$ cat config.mk
export PLATFORM = sky130hd
export DESIGN_NAME = serial_subtractor_func
export DESIGN_NICKNAME = d
export VERILOG_FILES = /design/src/rtl/serial_subtractor_func.sv
export SDC_FILE = /design/constraint.sdc
export NUM_CORES = 1
export LEC_CHECK = 0
export ABC_AREA = 1
export CAP_MARGIN = 15
export CORE_ASPECT_RATIO = 0.6
export CORE_MARGIN = 2
export CORE_UTILIZATION = 52
export CTS_CLUSTER_DIAMETER = 50
export DETAILED_ROUTE_END_ITERATION = 16
export GPL_TIMING_DRIVEN = 0
export PLACE_DENSITY_LB_ADDON = 0.12
export SLEW_MARGIN = 20
export SYNTH_ARGS = -nofsm -noshare
export SYNTH_HDL_FRONTEND = slang
export SYNTH_SLANG_ARGS = --single-unit
$ cat constraint.sdc
create_clock -name clk_in -period 1.4 [get_ports clk_in]
set_input_delay 0.28 -clock clk_in [delete_from_list [all_inputs] [get_ports clk_in]]
set_output_delay 0.28 -clock clk_in [all_outputs]
set_load 0.05 [all_outputs]
$ cat src/rtl/serial_subtractor_func.sv
// Bit-serial subtractor: a - b - borrow_in, LSB first, one bit per clock.
// Define SERIAL_SUB_OVF_EN to add the signed-overflow output ovf_out.
module serial_subtractor_func #(
    parameter int WIDTH = 8
) (
    input  logic             clk_in,
    input  logic             rst_in,
    input  logic             start_in,
    input  logic [WIDTH-1:0] a_in,
    input  logic [WIDTH-1:0] b_in,
    input  logic             borrow_in,
    output logic             busy_out,
    output logic             done_out,
    output logic [WIDTH-1:0] diff_out,
    output logic             borrow_out
`ifdef SERIAL_SUB_OVF_EN
    ,
    output logic             ovf_out
`endif
);

    localparam int CW = (WIDTH > 2) ? $clog2(WIDTH) : 1;

    typedef enum logic [1:0] {
        IDLE,
        RUN,
        DONE
    } state_t;

    state_t           state;
    state_t           state_nxt;
    logic [WIDTH-1:0] a_sr;
    logic [WIDTH-1:0] b_sr;
    logic [WIDTH-1:0] res_sr;
    logic [WIDTH-1:0] res_nxt;
    logic [CW-1:0]    cnt;
    logic             bor;
    logic             bor_nxt;
    logic             d;
    logic             last;
    logic             accept;

    // Full-subtractor cell on the current LSBs
    assign d       = a_sr[0] ^ b_sr[0] ^ bor;
    assign bor_nxt = (~a_sr[0] & b_sr[0]) | (~(a_sr[0] ^ b_sr[0]) & bor);
    assign res_nxt = {d, res_sr[WIDTH-1:1]};
    assign last    = (cnt == CW'(WIDTH - 1));
    assign accept  = start_in && (state == IDLE || state == DONE);

    assign busy_out = (state == RUN);
    assign done_out = (state == DONE);

    always_ff @(posedge clk_in or posedge rst_in) begin
        if (rst_in) begin
            state <= IDLE;
        end else begin
            state <= state_nxt;
        end
    end

    always_comb begin
        state_nxt = state;
        unique case (state)
            IDLE:    if (start_in) state_nxt = RUN;
            RUN:     if (last) state_nxt = DONE;
            DONE:    state_nxt = start_in ? RUN : IDLE;
            default: state_nxt = IDLE;
        endcase
    end

    always_ff @(posedge clk_in or posedge rst_in) begin
        if (rst_in) begin
            a_sr       <= '0;
            b_sr       <= '0;
            res_sr     <= '0;
            cnt        <= '0;
            bor        <= 1'b0;
            diff_out   <= '0;
            borrow_out <= 1'b0;
        end else if (accept) begin
            a_sr   <= a_in;
            b_sr   <= b_in;
            res_sr <= '0;
            cnt    <= '0;
            bor    <= borrow_in;
        end else if (state == RUN) begin
            a_sr   <= a_sr >> 1;
            b_sr   <= b_sr >> 1;
            res_sr <= res_nxt;
            cnt    <= cnt + 1'b1;
            bor    <= bor_nxt;
            if (last) begin
                diff_out   <= res_nxt;
                borrow_out <= bor_nxt;
            end
        end
    end

`ifdef SERIAL_SUB_OVF_EN
    // Borrow into the MSB differs from borrow out of it on signed overflow
    always_ff @(posedge clk_in or posedge rst_in) begin
        if (rst_in) begin
            ovf_out <= 1'b0;
        end else if (state == RUN && last) begin
            ovf_out <= bor ^ bor_nxt;
        end
    end
`endif

endmodule

==> results of run 1 <==
-- routing by layer --
| metal | vias up | global-route usage | wire [um] |
|---|---|---|---|
| met2 | 54 | 0.326 | 1790 |
| li1 | 771 | - | - |
| met3 | 5 | 0.0556 | 294 |
| met5 | - | 0 | 0 |
| met1 | 771 | 0.337 | 1950 |
| met4 | 0 | 0.0805 | 41 |
-- cells in the final DEF (no fill, tap or decap) --
cell             netlist  final
buf_12                 0      1
buf_2                  8      4
buf_4                  3      9
buf_6                  0      3
buf_8                  0      1
bufinv_16              0      1
clkbuf_4               0      1
clkbuf_8               0      5
clkdlybuf4s15_2        0      9
clkdlybuf4s50_1        0     18
clkinv_1               4      4
clkinvlp_4             0      2
dfrtp_1               38     37
dfrtp_2                0      1
fa_1                   1      1
ha_1                   2      2
inv_1                 20     19
inv_2                  1      1
inv_4                  1      2
nand2_1               71     71
nand2_2                2      1
nand2_4                1      2
nand3_1               54     54
nor2_4                 2      3
o21ai_0                5      5
o21ai_1                3      3
-- final cells by class --
class                   count  share of cell area
inverters                  26              0.0436
plain buffers               9              0.0292
repair buffers             37               0.160
clock buffers               5              0.0292
clock inverters             3              0.0191
well taps                  45              0.0239
flip-flops and latches     38               0.404
multi-input cells         142               0.291
-- cell families (layout without fill, tap and decap cells) --
logic type / count (synthesis) / in the layout / synth area share
AO/OA/AOI/OAI: 8 / 8 / 0.0224
adder cells (fa/ha/maj): 3 / 3 / 0.0252
buffers and inverters: 37 / 80 / 0.0911
flip-flops: 38 / 38 / 0.533
AND/OR/NAND/NOR: 131 / 131 / 0.329
-- synthesized netlist by cell type, drive strengths merged --
cell type / n
fa: 1
ha: 2
clkinv: 4
nand3: 54
inv: 22
dfrtp: 38
buf: 11
nand2: 74
nor2: 3
o21ai: 8
-- what timing repair did --
item	4_1_cts	5_1_grt
endpoints found under the setup margin	11	19
pin swaps	2	2
buffers inserted	6	1
gates resized for setup	48	4
-- power by group through the flow --
stage	sequential (mW)	clock (mW)	combinational [mW]
after floorplan	2.30	0	1.45
after global placement	1.89	0	2.52
after detailed placement	1.91	0	2.60
after CTS	1.90	0.943	2.75
after global routing	1.98	0.993	3.08
final	1.93	0.925	2.76
-- worst max-delay path by stage --
stage / to / cells past startpoint
global placement: diff_out[0] / 2
detailed placement: busy_out / 4
global route: done_out / 3
floorplan: done_out / 3
finish: done_out / 3
CTS: done_out / 4
-- worst max-delay path: stages, from the launching register on --
cell	delay [ns]
dfrtp_2	0.45
buf_8	0.14
nor2_4	0.07
buf_6	0.16
-- registers in the layout, indices dropped and copies added, names as in the netlist --
name / cells
bor: 1
diff_out: 8
a_sr: 8
res_sr: 7
cnt: 3
borrow_out: 1
b_sr: 8
state: 2
==> PnR_summary.wiki, run 1 <==
{| class="wikitable"
! Metric !! Value
|-
| Status || complete, no violations
|-
| Hold violation total from the final report || 0
|-
| Post-placement setup slack || -0.519 ns
|-
| Number of nets with antenna violations after detailed routing || 0
|-
| CORE AREA || 3260 um2
|-
| Worst slew margin relative to its limit || 0.813
|-
| Seq/Total Area, Yosys || 0.533
|-
| Crit end category || output port
|-
| Root buffer cell || clkbuf_8
|-
| Worst path required time || 1.12 ns
|-
| Fmax achieved || 0.716 GHz
|-
| Setup crit start kind || flip-flop
|-
| Floorplan die area || 3930 um2
|-
| Clk slew on worst S/H paths || ~0.080 ns
|-
| Minimum period implied by the final worst setup slack || about 1.4 ns
|-
| Total of flip-flops plus latches after synthesis || 38
|-
| Hpwl dp || roughly 2.7 mm
|-
| Sequential fraction of design power || 0.344
|-
| Post-Route Utilization || 0.722
|-
| Number of unique standard cell types used by synthesis || 17
|-
| Setup tns final || 0 ns
|-
| Worst Clk Skew || between 0.005 and 0.006 ns
|-
| Leakage power total || approximately 1.2 nW
|-
| Area share of the largest cell type after synthesis || 0.533
|-
| I/O pins || 31
|-
| Final #Nets || 282
|-
| WL/cell || between 10 and 15 um
|-
| Clk_lat worst skew || approximately 0.29 ns
|-
| Combinational cell fraction of total power || 0.492
|-
| Max clock buf depth || 2
|-
| CP Data Arrival Time || 1.12 ns
|-
| Post-Synthesis Cell Area || 1790 um2
|-
| DR iter-0 viols || 125
|-
| Number of buffer cells added on primary ports || 29
|-
| Total number of H-tree levels || 2
|-
| Post-synthesis net count || 240
|-
| Path type of the worst setup path || flip-flop to output port
|-
| Vertical die dimension || 49.4 um
|-
| Global-route usage over all layers || 0.228
|-
| RSZ-0062 raised after global routing || yes
|-
| Instance count after placement with tap cells included || 292
|-
| Pwr/cell area || roughly 2400 nW/um2
|-
| Max Cap Violations || 0
|-
| Post-detailed-route DRC marker count || 0
|-
| Wire length of the first global-routing pass || 6.79 mm
|-
| Endpoint of the lowest-slack register-to-register path || borrow_out
|-
| Beginning of the worst register-to-register path || cnt[0]
|-
| Initial core utilization || 0.547
|-
| Summed area of non-filler cells in the final layout || between 2000 and 2500 um2
|-
| Worst VDD drop || 1420 uV
|-
| Row cnt || 16
|-
| Peak fanout along the critical path || 3
|-
| Slack of the worst reg-to-reg path || 0.07 ns
|-
| Number of antenna violations at the first check in global routing || 0
|-
| Worst slack on hold paths || 0.175 ns
|-
| Switching pwr || 2.45 mW
|-
| Sequential cell area in the final layout || 952 um2
|-
| Antenna diodes || 0
|-
| Biggest area contributors in the synthesized netlist || dfrtp_1 53%, nand3_1 15%, nand2_1 15%, inv_1 4.2%, buf_2 2.2%
|-
| Switching part of the total power || 0.437
|-
| Quantity of hold-fixing buffers added after cts || 0
|-
| Power after layout || between 5 and 6 mW
|-
| Final instance count without filler cells || 305
|-
| Overall overflow remaining after global route || 0
|-
| Horizontal extent of the die || approximately 80 um
|-
| Wire length after detailed routing || 4.07 mm
|-
| TritonCTS Buffers || 5
|-
| Total number of clock tree sinks || 38
|-
| DRT Pass-1 Iters || 4
|-
| Number of fill cells in the layout || 246
|-
| Worst-Margin Slew || 0.282 ns
|-
| Final weighted congestion of routability-driven global placement || between 0.7 and 0.8
|-
| Vias || 1601
|-
| Syn_area_per_cell || 8.23 um2
|-
| Placed inst area || 2150 um2
|-
| Portion of total power attributed to the clock network || 0.165
|-
| Clock tree from TritonCTS || built
|-
| Startpoint of the most critical setup path || state[0]
|-
| Class of the most critical hold timing path || input port to async pin
|-
| Final setup margin || 0.00358 ns
|-
| Fraction of the cycle the final worst path needs || 0.997
|-
| Number of global-route vias before repair || around 1400
|-
| Relative area change from synthesis to final layout || 31.9%
|-
| Warning count from the yosys run || 0
|-
| Mean number of vias per cell || 5.25
|-
| Multi-input combinational cell area || around 680 um2
|-
| Pins Over Slew Limit || 0
|-
| Logic depth of the worst register-to-register path || 6
|-
| Share of cells above drive strength 1 || 0.177
|-
| Final setup viols || 0
|-
| Number of cells produced by synthesis || 217
|-
| Internal power || between 3 and 4 mW
|-
| Most area-hungry cell type in the Yosys netlist || dfrtp_1
|-
| Largest net degree at the start of global routing || 35
|}
Power figures use the tool's default switching activity.
==> run 2, diff against run 1 <==
CORE_UTILIZATION = 30   (was 52)
GPL_TIMING_DRIVEN = unset   (was 0)
SLEW_MARGIN = unset   (was 20)
==> run 2 against run 1 <==
Worst setup slack improved by 0.053 ns. First-iteration DRC count decreased by 62%. Utilization decreased by 29 points. Clock power decreased by 18%. Register-to-register slack improved by 0.02 ns. Die area increased by 68%. Final cell count increased by 10%. Largest cell class unchanged. Routed wire length increased by 0.29%. Global-route usage decreased by 8.9 points. Highest routed layer unchanged.
==> PnR_summary.wiki, run 2 (synthesis results as in run 1) <==
{| class="wikitable"
! Metric !! Value
|-
| CORE AREA || 5650 um2 (+73%)
|-
| Highest-count cells in the layout ignoring fill and taps || 71 x nand2_1, 54 x nand3_1, 36 x dfrtp_1
|-
| Global-route usage over all layers || 0.138 (-0.0894)
|-
| Final #Nets || 280 (-0.71%)
|-
| Top Registers || a_sr: 8 flops, b_sr: 8 flops, diff_out: 8 flops
|-
| Endpoint of the lowest-slack register-to-register path || borrow_out
|-
| Portion of total power attributed to the clock network || 0.132 (-0.033)
|-
| Max clock buf depth || 2 (unchanged)
|-
| Setup crit start kind || flip-flop
|-
| Hpwl dp || 2.83 mm (+5.0%)
|-
| Final setup viols || 0 (unchanged)
|-
| Power after layout || 5.74 mW (+2.3%)
|-
| Largest net degree at the start of global routing || 39 (+11%)
|-
| WL/cell || 12.2 um (-9.0%)
|-
| Switching part of the total power || 0.422 (-0.0145)
|-
| Fraction of the cycle the final worst path needs || 0.960 (-0.0377)
|-
| Max stage delay on crit path || 0.41 ns (-0.04 ns)
|-
| Peak fanout along the critical path || 9 (+6)
|-
| Number of buffer and inverter stages on the critical path || 2 (unchanged)
|-
| Root buffer cell || clkbuf_8
|-
| Max Cap Violations || 0 (unchanged)
|-
| Worst Clk Skew || 0.00612 ns (+0.000808 ns)
|-
| Mean number of vias per cell || 4.35 (-17%)
|-
| Leakage power total || 1.25 nW (+2.8%)
|-
| Floorplan die area || 6600 um2 (+68%)
|-
| Crit end category || output port
|-
| Final setup margin || 0.0563 ns (+0.0527 ns)
|-
| Clk slew on worst S/H paths || 0.08 ns (about the same)
|-
| Internal power || 3.32 mW (+4.9%)
|-
| Fmax achieved || 0.744 GHz (+3.9%)
|-
| Vertical die dimension || 63.8 um (+29%)
|-
| Post-Route Utilization || 0.436 (-0.286)
|-
| Most frequent standard cell in the layout excluding fill and tap cells || nand2_1
|-
| Initial core utilization || 0.316 (-0.231)
|-
| DRT Pass-1 Iters || 4 (unchanged)
|-
| Slack of the worst reg-to-reg path || 0.09 ns (+0.02 ns)
|-
| Vias || 1462 (-8.7%)
|-
| List of cells traversed by the critical path || inv_4 -> nor2_4 -> buf_12
|-
| Stages on worst setup path || 3 (unchanged)
|-
| Antenna diodes || 0 (unchanged)
|-
| Post-detailed-route DRC marker count || 0 (unchanged)
|-
| Number of buffer cells added on primary ports || 30 (+3.4%)
|-
| Status || complete, no violations
|-
| Clk_lat worst skew || 0.29 ns (about the same)
|-
| Path type of the worst setup path || flip-flop to output port
|-
| Gate family responsible for the most delay along the worst path || flip-flops
|-
| Worst path required time || 1.12 ns (about the same)
|-
| Total number of clock tree sinks || 38 (unchanged)
|-
| CP Data Arrival Time || 1.06 ns (-0.06 ns)
|-
| Slowest stage cell on the critical path || dfrtp_2
|-
| Switching pwr || 2.42 mW (-1.1%)
|-
| Class of the most critical hold timing path || input port to async pin
|-
| Beginning of the worst register-to-register path || cnt[0]
|-
| Pwr/cell area || 2330 nW/um2 (-2.1%)
|-
| Pins Over Slew Limit || 0 (unchanged)
|-
| Number of antenna violations at the first check in global routing || 0 (unchanged)
|-
| I/O pins || 31 (unchanged)
|-
| TritonCTS Buffers || 5 (unchanged)
|-
| Share of cells above drive strength 1 || 0.164 (-0.0129)
|-
| Row cnt || 21 (+5)
|-
| Overall overflow remaining after global route || 0 (unchanged)
|-
| Relative area change from synthesis to final layout || 37.8%
|-
| Combinational cell fraction of total power || 0.520 (+0.028)
|-
| Worst VDD drop || 704 uV (-50%)
|-
| Clock tree from TritonCTS || built
|-
| Number of fill cells in the layout || 576 (+130%)
|-
| Logic depth of the worst register-to-register path || 6 (unchanged)
|-
| Final weighted congestion of routability-driven global placement || 0.733 (-6.3%)
|-
| DR iter-0 viols || 48 (-62%)
|-
| Number of nets with antenna violations after detailed routing || 0 (unchanged)
|-
| Worst slew margin relative to its limit || 0.836 (+0.0233)
|-
| Total number of H-tree levels || 2 (unchanged)
|-
| Horizontal extent of the die || 104 um (+30%)
|-
| Number of global-route vias before repair || 1415 (-2.3%)
|-
| Post-placement setup slack || -0.00324 ns (+0.516 ns)
|-
| Wire length of the first global-routing pass || 7.18 mm (+5.7%)
|-
| Minimum period implied by the final worst setup slack || 1.34 ns (-0.0527 ns)
|-
| RSZ-0062 raised after global routing || no
|-
| Wire length after detailed routing || 4.09 mm (+0.29%)
|-
| Hold violation total from the final report || 0 (unchanged)
|-
| Worst-Margin Slew || 0.245 ns (-0.0369 ns)
|-
| Sequential fraction of design power || 0.348 (+0.004)
|}
## run 2: changes by cell type in the layout (fill, tap and decap cells not counted), sizes merged
| cell | change |
|---|---|
| clkdlybuf4s15 | -9 |
| clkdlybuf4s50 | +1 |
| buf | +7 |
| bufinv | -1 |
| clkinvlp | -2 |
## run 2: worst register-to-register path, stage by stage, from the launching register on
cell and delay, ns:
dfrtp_1 0.38, ha_1 0.19, ha_2 0.21, inv_1 0.07
nor2_4 0.21, nand2_1 0.11, nand2_1 0.08
## run 2: worst max path at each step
stage / from / to / slack (ns)
final: state[1] / done_out / 0.06
after global routing: cnt[0] / diff_out[6] / 0.003
after CTS: state[1] / done_out / -0.01
after detailed placement: start_in / a_sr[0] / -0.003
after floorplan: state[0] / done_out / 0.01
after global placement: start_in / b_sr[0] / 0.004
## run 2: power groups by stage
stage	combinational (mW)	sequential, mW	clock, mW
finish	2.98	2.00	0.756
global route	3.33	2.07	0.827
global placement	2.93	2.02	0
detailed placement	2.94	2.01	0
CTS	3.01	2.00	0.779
floorplan	1.45	2.30	0
## run 2: through the flow
step / instances / setup TNS (ns) / area [um2] / hold slack (ns)
6_report: 336 / 0 / 2460 / 0.341
5_1_grt: 336 / 0 / 2460 / 0.370
4_1_cts: 335 / -0.0101 / 2450 / 0.351
3_5_place_dp: 327 / -0.00522 / 2340 / 0.460
3_3_place_gp: 327 / 0 / 2340 / 0.456
2_1_floorplan: 217 / 0 / 1790 / 0.397
## run 2: cell type report
cell class              instances  area (um2)  share of cell area
flip-flops and latches         38         953               0.387
clock buffers                   6        82.6              0.0336
well taps                      80         100              0.0407
repair buffers                 44         541               0.220
inverters                      26         103              0.0417
multi-input cells             142         682               0.277
## run 2: timing repair
item / in CTS / in global routing
setup buffers: 2 / 1
hold buffers: 0 / 0
pin swaps: 0 / 1
hold endpoints to repair: 0 / 0
resized for setup: 3 / 2
setup endpoints to repair: 2 / 9
## run 2: per-layer routing
metal | global-route usage | share of wire
met1 | 0.217 | 0.57
met2 | 0.171 | 0.38
met3 | 0.0388 | 0.041
met4 | 0.0608 | 0.012
met5 | 0 | 0
==> run 3, diff against run 2 <==
CAP_MARGIN = 20   (was 15)
==> results of run 3 <==
Final layout, timing and power as in run 2 (identical DEF).
